## src/rtl/hs_rx_buf_if.sv

```systemverilog
// Signal bundle between the a-side sender / b-side consumer and the hs_rx_buf receiver.
// master drives the request, data and load; slave returns the ack and the buffered word.
interface hs_rx_buf_if #(
  parameter int WIDTH_D = 8
);
  logic               a_req;
  logic [WIDTH_D-1:0] bdata;
  logic               bload;
  logic               b_ack;
  logic [WIDTH_D-1:0] dout;
  logic               bvalid;
  logic [1:0]         bcount;

  modport master (
    output a_req, bdata, bload,
    input  b_ack, dout, bvalid, bcount
  );

  modport slave (
    input  a_req, bdata, bload,
    output b_ack, dout, bvalid, bcount
  );
endinterface

```

## src/rtl/hs_rx_buf.sv

```systemverilog
// Four-phase req/ack receiver in the bclk domain with a 2-entry word buffer drained via bvalid/bload.
// Defining HS_RX_SYNC3_EN lengthens the a_req synchronizer from 2 to 3 flops.
//
// state   | meaning
// --------+-----------------------------------------------------------
// ST_IDLE | b_ack low; waiting for req_s with room in the buffer
// ST_ACK  | word captured, b_ack high; waiting for req_s to drop
module hs_rx_buf #(
  parameter int WIDTH_D = 8
) (
  input logic      bclk,
  input logic      brst_n,
  hs_rx_buf_if.slave bus
);

`ifdef HS_RX_SYNC3_EN
  localparam int SYNC_N = 3;
`else
  localparam int SYNC_N = 2;
`endif

  typedef enum logic {
    ST_IDLE = 1'b0,
    ST_ACK  = 1'b1
  } state_t;

  state_t             state_q, state_d;
  logic [SYNC_N-1:0]  sync_q;
  logic               req_s;
  logic [WIDTH_D-1:0] mem_q [2];
  logic               wr_ptr_q, rd_ptr_q;
  logic [1:0]         count_q, count_d;
  logic               capture;
  logic               pop;

  assign req_s = sync_q[SYNC_N-1];

  always_ff @(posedge bclk or negedge brst_n) begin
    if (!brst_n) begin
      sync_q <= '0;
    end else begin
      sync_q <= {sync_q[SYNC_N-2:0], bus.a_req};
    end
  end

  // Full test uses the pre-pop count so a capture never relies on a same-cycle pop.
  always_comb begin
    state_d = state_q;
    capture = 1'b0;
    case (state_q)
      ST_IDLE: begin
        if (req_s && (count_q != 2'd2)) begin
          state_d = ST_ACK;
          capture = 1'b1;
        end
      end
      ST_ACK: begin
        if (!req_s) begin
          state_d = ST_IDLE;
        end
      end
      default: state_d = ST_IDLE;
    endcase
  end

  always_comb begin
    pop     = bus.bload && (count_q != 2'd0);
    count_d = count_q;
    case ({capture, pop})
      2'b10:   count_d = count_q + 2'd1;
      2'b01:   count_d = count_q - 2'd1;
      default: count_d = count_q;
    endcase
  end

  always_ff @(posedge bclk or negedge brst_n) begin
    if (!brst_n) begin
      state_q  <= ST_IDLE;
      count_q  <= 2'd0;
      wr_ptr_q <= 1'b0;
      rd_ptr_q <= 1'b0;
      mem_q[0] <= '0;
      mem_q[1] <= '0;
    end else begin
      state_q <= state_d;
      count_q <= count_d;
      if (capture) begin
        mem_q[wr_ptr_q] <= bus.bdata;
        wr_ptr_q        <= ~wr_ptr_q;
      end
      if (pop) begin
        rd_ptr_q <= ~rd_ptr_q;
      end
    end
  end

  assign bus.b_ack  = (state_q == ST_ACK);
  assign bus.dout   = mem_q[rd_ptr_q];
  assign bus.bvalid = (count_q != 2'd0);
  assign bus.bcount = count_q;

endmodule

```

## src/flat_wrapper.sv

```systemverilog
// flat-port wrapper written by rule: the top's interface ports become plain ports
module hs_rx_buf_flat 
#(
  parameter int WIDTH_D = 8
)
  (bclk, brst_n, bus_a_req, bus_bdata, bus_bload, bus_b_ack, bus_dout, bus_bvalid, bus_bcount);
  hs_rx_buf_if #(.WIDTH_D(WIDTH_D)) bus_i ();
  input logic bclk;
  input logic brst_n;
  input wire logic [$bits(bus_i.a_req)-1:0] bus_a_req;
  input wire logic [$bits(bus_i.bdata)-1:0] bus_bdata;
  input wire logic [$bits(bus_i.bload)-1:0] bus_bload;
  output wire logic [$bits(bus_i.b_ack)-1:0] bus_b_ack;
  output wire logic [$bits(bus_i.dout)-1:0] bus_dout;
  output wire logic [$bits(bus_i.bvalid)-1:0] bus_bvalid;
  output wire logic [$bits(bus_i.bcount)-1:0] bus_bcount;
  assign bus_i.a_req = bus_a_req;
  assign bus_i.bdata = bus_bdata;
  assign bus_i.bload = bus_bload;
  assign bus_b_ack = bus_i.b_ack;
  assign bus_dout = bus_i.dout;
  assign bus_bvalid = bus_i.bvalid;
  assign bus_bcount = bus_i.bcount;
  hs_rx_buf #(.WIDTH_D(WIDTH_D)) u_core (.bclk(bclk), .brst_n(brst_n), .bus(bus_i));
endmodule
```

## config.mk

```make
export PLATFORM = sky130hd
export DESIGN_NAME = hs_rx_buf_flat
export DESIGN_NICKNAME = d
export VERILOG_FILES = /design/src/rtl/hs_rx_buf_if.sv /design/src/rtl/hs_rx_buf.sv /design/src/flat_wrapper.sv
export SDC_FILE = /design/constraint.sdc
export NUM_CORES = 1
export LEC_CHECK = 0
export ABC_AREA = 1
export CAP_MARGIN = 20
export CORE_AREA = 2 2 51 53
export CTS_CLUSTER_DIAMETER = 60
export DETAILED_ROUTE_END_ITERATION = 7
export DIE_AREA = 0 0 53 55
export MAX_ROUTING_LAYER = met4
export PLACE_DENSITY_LB_ADDON = 0.15
export SYNTH_ARGS = -nofsm -noshare
export SYNTH_HDL_FRONTEND = slang
export SYNTH_SLANG_ARGS = --single-unit
```

## constraint.sdc

```tcl
create_clock -name bclk -period 1.8 [get_ports bclk]
set_input_delay 0.36 -clock bclk [delete_from_list [all_inputs] [get_ports bclk]]
set_output_delay 0.36 -clock bclk [all_outputs]
set_load 0.005 [all_outputs]
```

; ---- Word level (Yosys, flattened, before mapping)
; Cells that the tools add are included.
[word_totals]
output_inout_bits = 12
latch_bits = 0
register_bits = 23
ramBits = 0
elab_cells = 36
n_memories = 0
romBits = 0
in_bits = 12
[op_classes]
div = 0
n_lt_le_gt_ge = 3
eq_ne = 3
n_mul = 0
muxes = 11
bitwise = 5
add_sub_neg = 2
shifts = 0
reduce_logical = 5
[op_table]
columns = cell, n
row1 = two-way mux 8 bit, 4
row2 = bitwise mux 16 bit, 1
row3 = demux 8 bit (select 1 bit), 1
row4 = >= comparator 2 bit (second input constant), 2
row5 = inverter 1 -> 2 bit, 2
row6 = case mux 2 bit (2 select lines), 1
row7 = nonzero test 2 bit, 2
row8 = logical AND 1 bit, 3
row9 = two-way mux 1 bit, 3
row10 = inverter 1 bit, 3
row11 = adder 2 x 1 -> 2 bit (second input constant), 1
row12 = equality test 2 x 1 -> 1 bit (second input constant), 1
row13 = equality test 2 bit (second input constant), 1
row14 = < comparator 2 x 1 -> 1 bit (second input constant), 1
row15 = inequality test 2 bit (second input constant), 1
row16 = case mux 1 bit (2 select lines), 1
row17 = subtractor 2 x 1 -> 2 bit (second input constant), 1

; ---- Depth between registers and ports, before layout
; Gate-level depths: netlist of run 1.
[depth]
depth_word = 6
mapped_depth = 10
mapped_depth_nobuf = 10

; ---- Worst setup path after synthesis of run 1
; OpenSTA, ideal clock, no wires.
[synth_timing]
path_kind = reg2reg
from = register u_core.state_q, in the netlist u_core.bus.b_ack
to = register u_core.count_q[1], in the netlist u_core.bus.bcount[1]
stages_incl_launch_ff = 8
slack_ns = 0.402
arrival_time_ns = 1.281
n_path_buf = 0
period_less_slack_ns = 1.398
required_ns = 1.683
setup_time_ns = 0.117
cell_sequence = dfrtp_1 > nor2_8 > nand2_1 > ha_1 > inv_1 > nand3_1 > nand2_1 > nand2_1
[synth_between]
elab_chain_len = 3
word_cells_on_any_way = 5
cone_classes = eq/ne: 2 / mux: 2 / reduce/logical: 1
[synth_rtl]
columns = element, line_no
row1 = start: declaration, hs_rx_buf.sv:27  ; state_t state_q, state_d;
row2 = start signal: assignment, hs_rx_buf.sv:85  ; state_q <= state_d;
row3 = two-way mux 1 bit *, hs_rx_buf.sv:50  ; case (state_q)
row4 = equality test 2 x 1 -> 1 bit / equality test 2 bit (equally long branches), hs_rx_buf.sv:69  ; case ({capture, pop})
row5 = case mux 2 bit (2 select lines) / nonzero test 2 bit (equally long branches), -
row6 = end signal: assignment, hs_rx_buf.sv:86  ; count_q <= count_d;
row7 = end: declaration, hs_rx_buf.sv:32  ; logic [1:0] count_q, count_d;
; Mark *: on every way between the ends. The rest lies on a longest branch, timed or not.
; A chain may end at the register's enable or synchronous reset.

; ---- Worst setup path in the final report of run 1
[layout_timing]
from = register u_core.rd_ptr_q
to = output port bus_dout[2]
[layout_between]
elab_chain_len = 4
[layout_rtl]
columns = element, line_no
row1 = start: declaration, hs_rx_buf.sv:31  ; logic wr_ptr_q, rd_ptr_q;
row2 = start signal: assignment, hs_rx_buf.sv:92  ; rd_ptr_q <= ~rd_ptr_q;
row3 = inverter 1 -> 2 bit (implied by the code), hs_rx_buf.sv:98  ; assign bus.dout = mem_q[rd_ptr_q];
row4 = two-way mux 8 bit (implied by the code) (3 in a row), hs_rx_buf.sv:98
row5 = end: declaration, flat_wrapper.sv:14  ; output wire logic [$bits(bus_i.dout)-1:0] bus_dout;
; No other way between the ends. The select of a mux whose other input is x is not followed.

==> results of run 1 <==
## per-stage QoR
step | setup slack [ps] | power [W] | TNS [ps] | util | hold slack (ps)
after global placement | 195 | 0.00216 | 0 | 0.577 | 336
after detailed placement | 154 | 0.00219 | 0 | 0.577 | 341
after floorplan | 402 | 0.00165 | 0 | - | 64.4
after CTS | -51.7 | 0.00247 | -347 | 0.594 | 371
final | -41.2 | 0.00246 | -202 | 0.597 | 365
after global routing | -134 | 0.00269 | -940 | 0.597 | 374
## kinds of logic after synthesis
family | synth area share
xor+xnor | 0.00792
fa+ha+maj | 0.0113
buf+inv | 0.0622
flops | 0.520
simple gates | 0.398
## flip-flops by register name, summed over array words and instances (netlist names)
register           flops
u_core.rd_ptr_q        1
u_core.bus.b_ack       1
u_core.mem_q          16
u_core.bus.bcount      2
u_core.sync_q          2
u_core.wr_ptr_q        1
## area by class of cell
class	instances	area share
Clock buffer	4	0.0186
Timing Repair Buffer	29	0.198
Tap cell	30	0.0266
Inverter	8	0.0221
Sequential cell	23	0.408
Multi-Input combinational cell	94	0.327
## timing repair
action,in CTS,in global routing
buffers inserted,1,1
hold buffers,0,0
endpoints found under the setup margin,9,9
pin swaps,0,0
gates cloned,0,0
gates resized for setup,2,1
## synthesized netlist by cell type
| master | number | area [um2] |
|---|---|---|
| nor2_8 | 1 | 20.0 |
| clkbuf_4 | 1 | 7.51 |
| nand2_1 | 70 | 263 |
| clkinv_1 | 2 | 7.51 |
| nand3_1 | 1 | 5.00 |
| inv_2 | 2 | 7.51 |
| buf_6 | 1 | 11.3 |
| buf_8 | 1 | 15.0 |
| dfrtp_1 | 23 | 576 |
| nand3_4 | 2 | 35.0 |
| nand2_4 | 1 | 11.3 |
| inv_1 | 4 | 15.0 |
| nand4_1 | 17 | 106 |
| buf_2 | 1 | 5.00 |
| ha_1 | 1 | 12.5 |
| xnor2_1 | 1 | 8.76 |
## worst register-to-register path: stages, from the launching register on
cell and delay [ps]:
dfrtp_1 420, buf_4 160, nand2_4 200, nand2_1 140, ha_1 310, inv_1 90
nand3_1 80, nand2_1 60, nand2_1 40
## power breakdown
group	internal [W]	leakage, nW	switching, W
logic	0.000635	0.433	0.000687
registers	0.000756	0.279	0.000146
clock network	0.0000864	0.0150	0.000151
## cells in the final DEF (no fill, tap or decap)
cell and count:
buf_4 5, buf_6 1, clkbuf_1 1, clkbuf_4 3, clkdlybuf4s50_1 23, clkinv_1 1, clkinv_2 1, dfrtp_1 22
dfrtp_2 1, ha_1 1, inv_1 4, inv_2 2, nand2_1 70, nand2_4 1, nand3_1 1, nand3_4 2
nand4_1 17, nor2_8 1, xnor2_1 1
## final timing paths
| path | from | endpoint | slack, ps |
|---|---|---|---|
| setup / recovery | u_core.rd_ptr_q$_DFFE_PN0P_ | bus_dout[2] | -40 |
| hold / removal | u_core.sync_q[0]$_DFF_PN0_ | u_core.sync_q[1]$_DFF_PN0_ | 360 |
| setup reg to reg | u_core.bus.bcount[1]$_DFFE_PN0P_ | u_core.bus.bcount[1]$_DFFE_PN0P_ | 200 |
| hold reg to reg | u_core.sync_q[0]$_DFF_PN0_ | u_core.sync_q[1]$_DFF_PN0_ | 360 |
| max in group asynchronous | brst_n | u_core.bus.bcount[0]$_DFFE_PN0P_ | 1150 |
| min in group asynchronous | brst_n | u_core.bus.bcount[1]$_DFFE_PN0P_ | 390 |
## metal layers
metal | vias to the layer above | GRT usage | part of all wire
met5 | - | - | 0
li1 | 474 | - | -
met3 | 2 | 0.0349 | 0.030
met4 | 0 | 0.0855 | 0.0076
met2 | 14 | 0.321 | 0.48
met1 | 460 | 0.251 | 0.48
==> results.json, run 1 <==
{
  "port_buffers": 23,
  "place_congestion": 0.768,
  "dr.pass1.iters": 4,
  "power_leakage_nw": 0.726,
  "fin_crit_ps": 1840,
  "vias_per_cell": 5.05,
  "violations": "setup timing",
  "cts_buffers": 3,
  "cp_cell_sequence": "buf_6 > nand2_1 > nand2_1 > clkdlybuf4s50_1",
  "setup_viol": 8,
  "power.density_nw_per_um2": 1740,
  "critPathTopFamily": "buffers and inverters",
  "place_area_um2": 1370,
  "initial_core_util": 0.468,
  "grt-ovfl-total": 0,
  "critPathMaxFanout": 9,
  "grt_pass1_wl_mm": 4.02,
  "syn_nets": 142,
  "dr.first_iter.drc_count": 17,
  "diodes": 0,
  "dp_hpwl_mm": 1.55,
  "grt_usage": 0.200,
  "max-slew-margin-rel": 0.765,
  "post-route-period-util": 1.02,
  "clockBufferDepth": 2,
  "grt_pass1_vias": 894,
  "slowest_stage": "clkdlybuf4s50_1",
  "slew_viol_final": 0,
  "fill_cells": 231,
  "post_synth.cell_area_avg_um2": 8.57,
  "area_growth_pct": 27.7,
  "hold_depth": 0,
  "die_x_um": 53,
  "cts-root-buf": "clkbuf_4",
  "syn_area_um2": 1110,
  "fmax_ghz": 0.543,
  "synthCells": 129,
  "antenna_found_initial": 0,
  "cts.sinks": 23,
  "ys_seq_area_frac": 0.520,
  "min_path_type": "flop to flop",
  "max_stage_delay_ps": 500,
  "layout_setup_ws_ps": -41.2,
  "endpoint_kind": "output pin",
  "rows": 18,
  "ys_ff_latch": 23,
  "drt_wl_total_mm": 2.38,
  "ys_types": 16,
  "multi_input_area_um2": 462,
  "timing.max_cap.violations": 0,
  "grt_max_degree": 24,
  "dpl.cell_count": 182,
  "start_kind": "flop",
  "clock_latency_ps": 310,
  "status": "complete, but fails checks",
  "ant_nets": 0,
  "clk_pin_slew_ps": 120,
  "final_nets": 172,
  "final_hold_viol_count": 0,
  "vias": 950,
  "crit_required_ps": 1440,
  "fin_area_um2": 1410,
  "critPathKind": "flop to output pin",
  "fp.dieArea_um2": 2920,
  "core_um2": 2360,
  "final_cells": 188,
  "top_level_ports": 24,
  "crit_top_cell": "nand2_1",
  "wl_per_cell_um": 12.7,
  "die_y_um": 55,
  "cp_num_cells": 4,
  "skew_ps": 3.99,
  "seq_area_um2": 577,
  "synth_warnings": 0,
  "drc": 0,
  "grt_setup_unrepaired": "true",
  "cts_tree": "yes",
  "worst_pin_slew_ps": 351,
  "layout-drive-gt1-share": 0.108,
  "worst-r2r-cell-count": 8,
  "htreeDepth": 1,
  "arrival_ps": 1480,
  "cp_num_buf_inv": 2,
  "peakVddDrop_uv": 1010
}
Note: power is estimated with default switching activity, not from simulation.
==> run 2, diff against run 1 <==
--- a/config.mk
+++ b/config.mk
@@ -13,6 +13,7 @@
 export DIE_AREA = 0 0 53 55
 export MAX_ROUTING_LAYER = met4
 export PLACE_DENSITY_LB_ADDON = 0.15
+export REMOVE_ABC_BUFFERS = 1
 export SYNTH_ARGS = -nofsm -noshare
 export SYNTH_HDL_FRONTEND = slang
 export SYNTH_SLANG_ARGS = --single-unit
==> run 2 against run 1 <==
The flow now finishes without violations. Clock skew is 2.1 ps higher. Non-clock buffer count is 2 higher. Register-to-register slack better by 180 ps. Flip-flop and latch count stayed put. Combinational power hardly changed. Fmax is 6.6% higher. Sequential power is 0.8% higher. First-iteration DRC count is 5.9% higher. Global-route usage is 0.56 points higher. Via count is 2.6% higher. Core utilization is 0.90 points higher. Cell count is 1.1% higher. Critical endpoint is now bus_bvalid. Highest routed layer unchanged.
==> results.json, run 2 (synthesis gave the netlist of run 1 again) <==
{
  "status": "finished, final reports clean",
  "die_y_um": 55,
  "top_level_ports": 24,
  "cts.sinks": 23,
  "fin_setup_tns_ps": 0,
  "cp_cell_sequence": "inv_2 > nand2_1 > clkdlybuf4s50_1",
  "multi_input_area_um2": 464,
  "fmax_ghz": 0.579,
  "power_leakage_nw": 0.787,
  "cts_tree": "yes",
  "final_hold_viol_count": 0,
  "fin_area_um2": 1430,
  "grt_pass1_wl_mm": 4.13,
  "antenna_found_initial": 0,
  "max-slew-margin-rel": 0.789,
  "cp_num_buf_inv": 2,
  "diodes": 0,
  "final_cell_mix": "nand2_1, dfrtp_1, nand4_1",
  "grt_max_degree": 24,
  "area_growth_pct": 29.6,
  "fill_cells": 218,
  "post-route-period-util": 0.959,
  "holdBufCountCts": 0,
  "arrival_ps": 1370,
  "place_congestion": 0.811,
  "clockBufferDepth": 2,
  "worst_pin_slew_ps": 317,
  "port_buffers": 23,
  "slowest_stage": "clkdlybuf4s50_1",
  "clock_latency_ps": 320,
  "peakVddDrop_uv": 1120,
  "final_util": 0.606,
  "skew_ps": 6.09,
  "mostFrequentLayoutCell": "nand2_1",
  "vias": 975,
  "fp.dieArea_um2": 2920,
  "place_area_um2": 1370,
  "setup_viol": 0,
  "start_kind": "flop",
  "critPathKind": "flop to output pin",
  "initial_core_util": 0.468,
  "critPathMaxFanout": 3,
  "wl_per_cell_um": 13.0,
  "dr.pass1.iters": 4,
  "seq_area_um2": 576,
  "endpoint_kind": "output pin",
  "largest_register_ffs": 16,
  "rows": 18,
  "crit_required_ps": 1440,
  "drc": 0,
  "dr.first_iter.drc_count": 18,
  "fin_crit_ps": 1730,
  "min_path_type": "flop to flop",
  "grt-ovfl-total": 0,
  "cts-root-buf": "clkbuf_4",
  "dp_hpwl_mm": 1.66,
  "vias_per_cell": 5.13,
  "final_nets": 174,
  "htreeDepth": 1,
  "grt_setup_unrepaired": "false",
  "cts_buffers": 3,
  "slew_viol_final": 0,
  "grt_usage": 0.205,
  "grt_pass1_vias": 927,
  "ant_nets": 0,
  "reg2reg_slack_ps": 380,
  "core_um2": 2360,
  "critPathTopFamily": "buffers and inverters",
  "max_flop_register": "u_core.mem_q",
  "die_x_um": 53,
  "clk_pin_slew_ps": 130,
  "max_stage_delay_ps": 500,
  "power.density_nw_per_um2": 1710,
  "drt_wl_total_mm": 2.48,
  "whs_ps": 370,
  "layout-drive-gt1-share": 0.125,
  "timing.max_cap.violations": 0
}
[run 2: routing by layer]
metal / vias up / routed length, um / global-route usage / share of wire
met5: - / 0 / - / 0
met4: 0 / 21 / 0.0769 / 0.0085
met3: 2 / 86 / 0.0323 / 0.035
met2: 20 / 1280 / 0.338 / 0.52
met1: 474 / 1090 / 0.259 / 0.44
li1: 479 / - / - / -
[run 2: worst register-to-register path, stage by stage (launching register included)]
cell	delay, ps
dfrtp_1	430
inv_2	90
nand2_1	70
nand2_1	90
inv_1	70
ha_1	320
inv_1	90
nand3_1	80
nand2_1	60
nand2_1	40
[run 2: repair_timing]
item	in CTS	in global routing
setup buffers	1	2
gates resized for setup	7	6
endpoints found under the setup margin	9	4
hold endpoints to repair	0	0
[run 2: path summary, 6_finish.rpt]
path,startpoint,end,cells after the start
setup reg to reg,u_core.bus.bcount[0]$_DFFE_PN0P_,u_core.bus.bcount[1]$_DFFE_PN0P_,9
hold reg to reg,u_core.sync_q[0]$_DFF_PN0_,u_core.sync_q[1]$_DFF_PN0_,0
min in group asynchronous,brst_n,u_core.mem_q[4]$_DFFE_PN0P_,2
max in group asynchronous,brst_n,u_core.rd_ptr_q$_DFFE_PN0P_,2
setup / recovery,u_core.bus.bcount[0]$_DFFE_PN0P_,bus_bvalid,3
hold / removal,u_core.sync_q[0]$_DFF_PN0_,u_core.sync_q[1]$_DFF_PN0_,0
[run 2: layout make-up]
class | instances | area share
sequential | 23 | 0.401
multi-input combinational | 94 | 0.324
timing repair buffer | 31 | 0.207
tap | 30 | 0.0262
inverter | 8 | 0.0227
clock buffer | 3 | 0.0157
clock inverter | 1 | 0.00349
[run 2: per-stage QoR]
step	power, W	instances	setup WS (ps)
after CTS	0.00244	188	-62.1
after global placement	0.00218	183	204
after floorplan	0.00158	125	337
final	0.00245	190	73.5
after detailed placement	0.00222	183	190
after global routing	0.00267	190	14.8
[run 2: report_power, final]
| part | total (W) | internal [W] | switching [W] | leakage, nW |
|---|---|---|---|---|
| clock | 0.000249 | 0.0000831 | 0.000166 | 0.0177 |
| combinational | 0.00129 | 0.000598 | 0.000691 | 0.489 |
| sequential | 0.000909 | 0.000753 | 0.000155 | 0.280 |
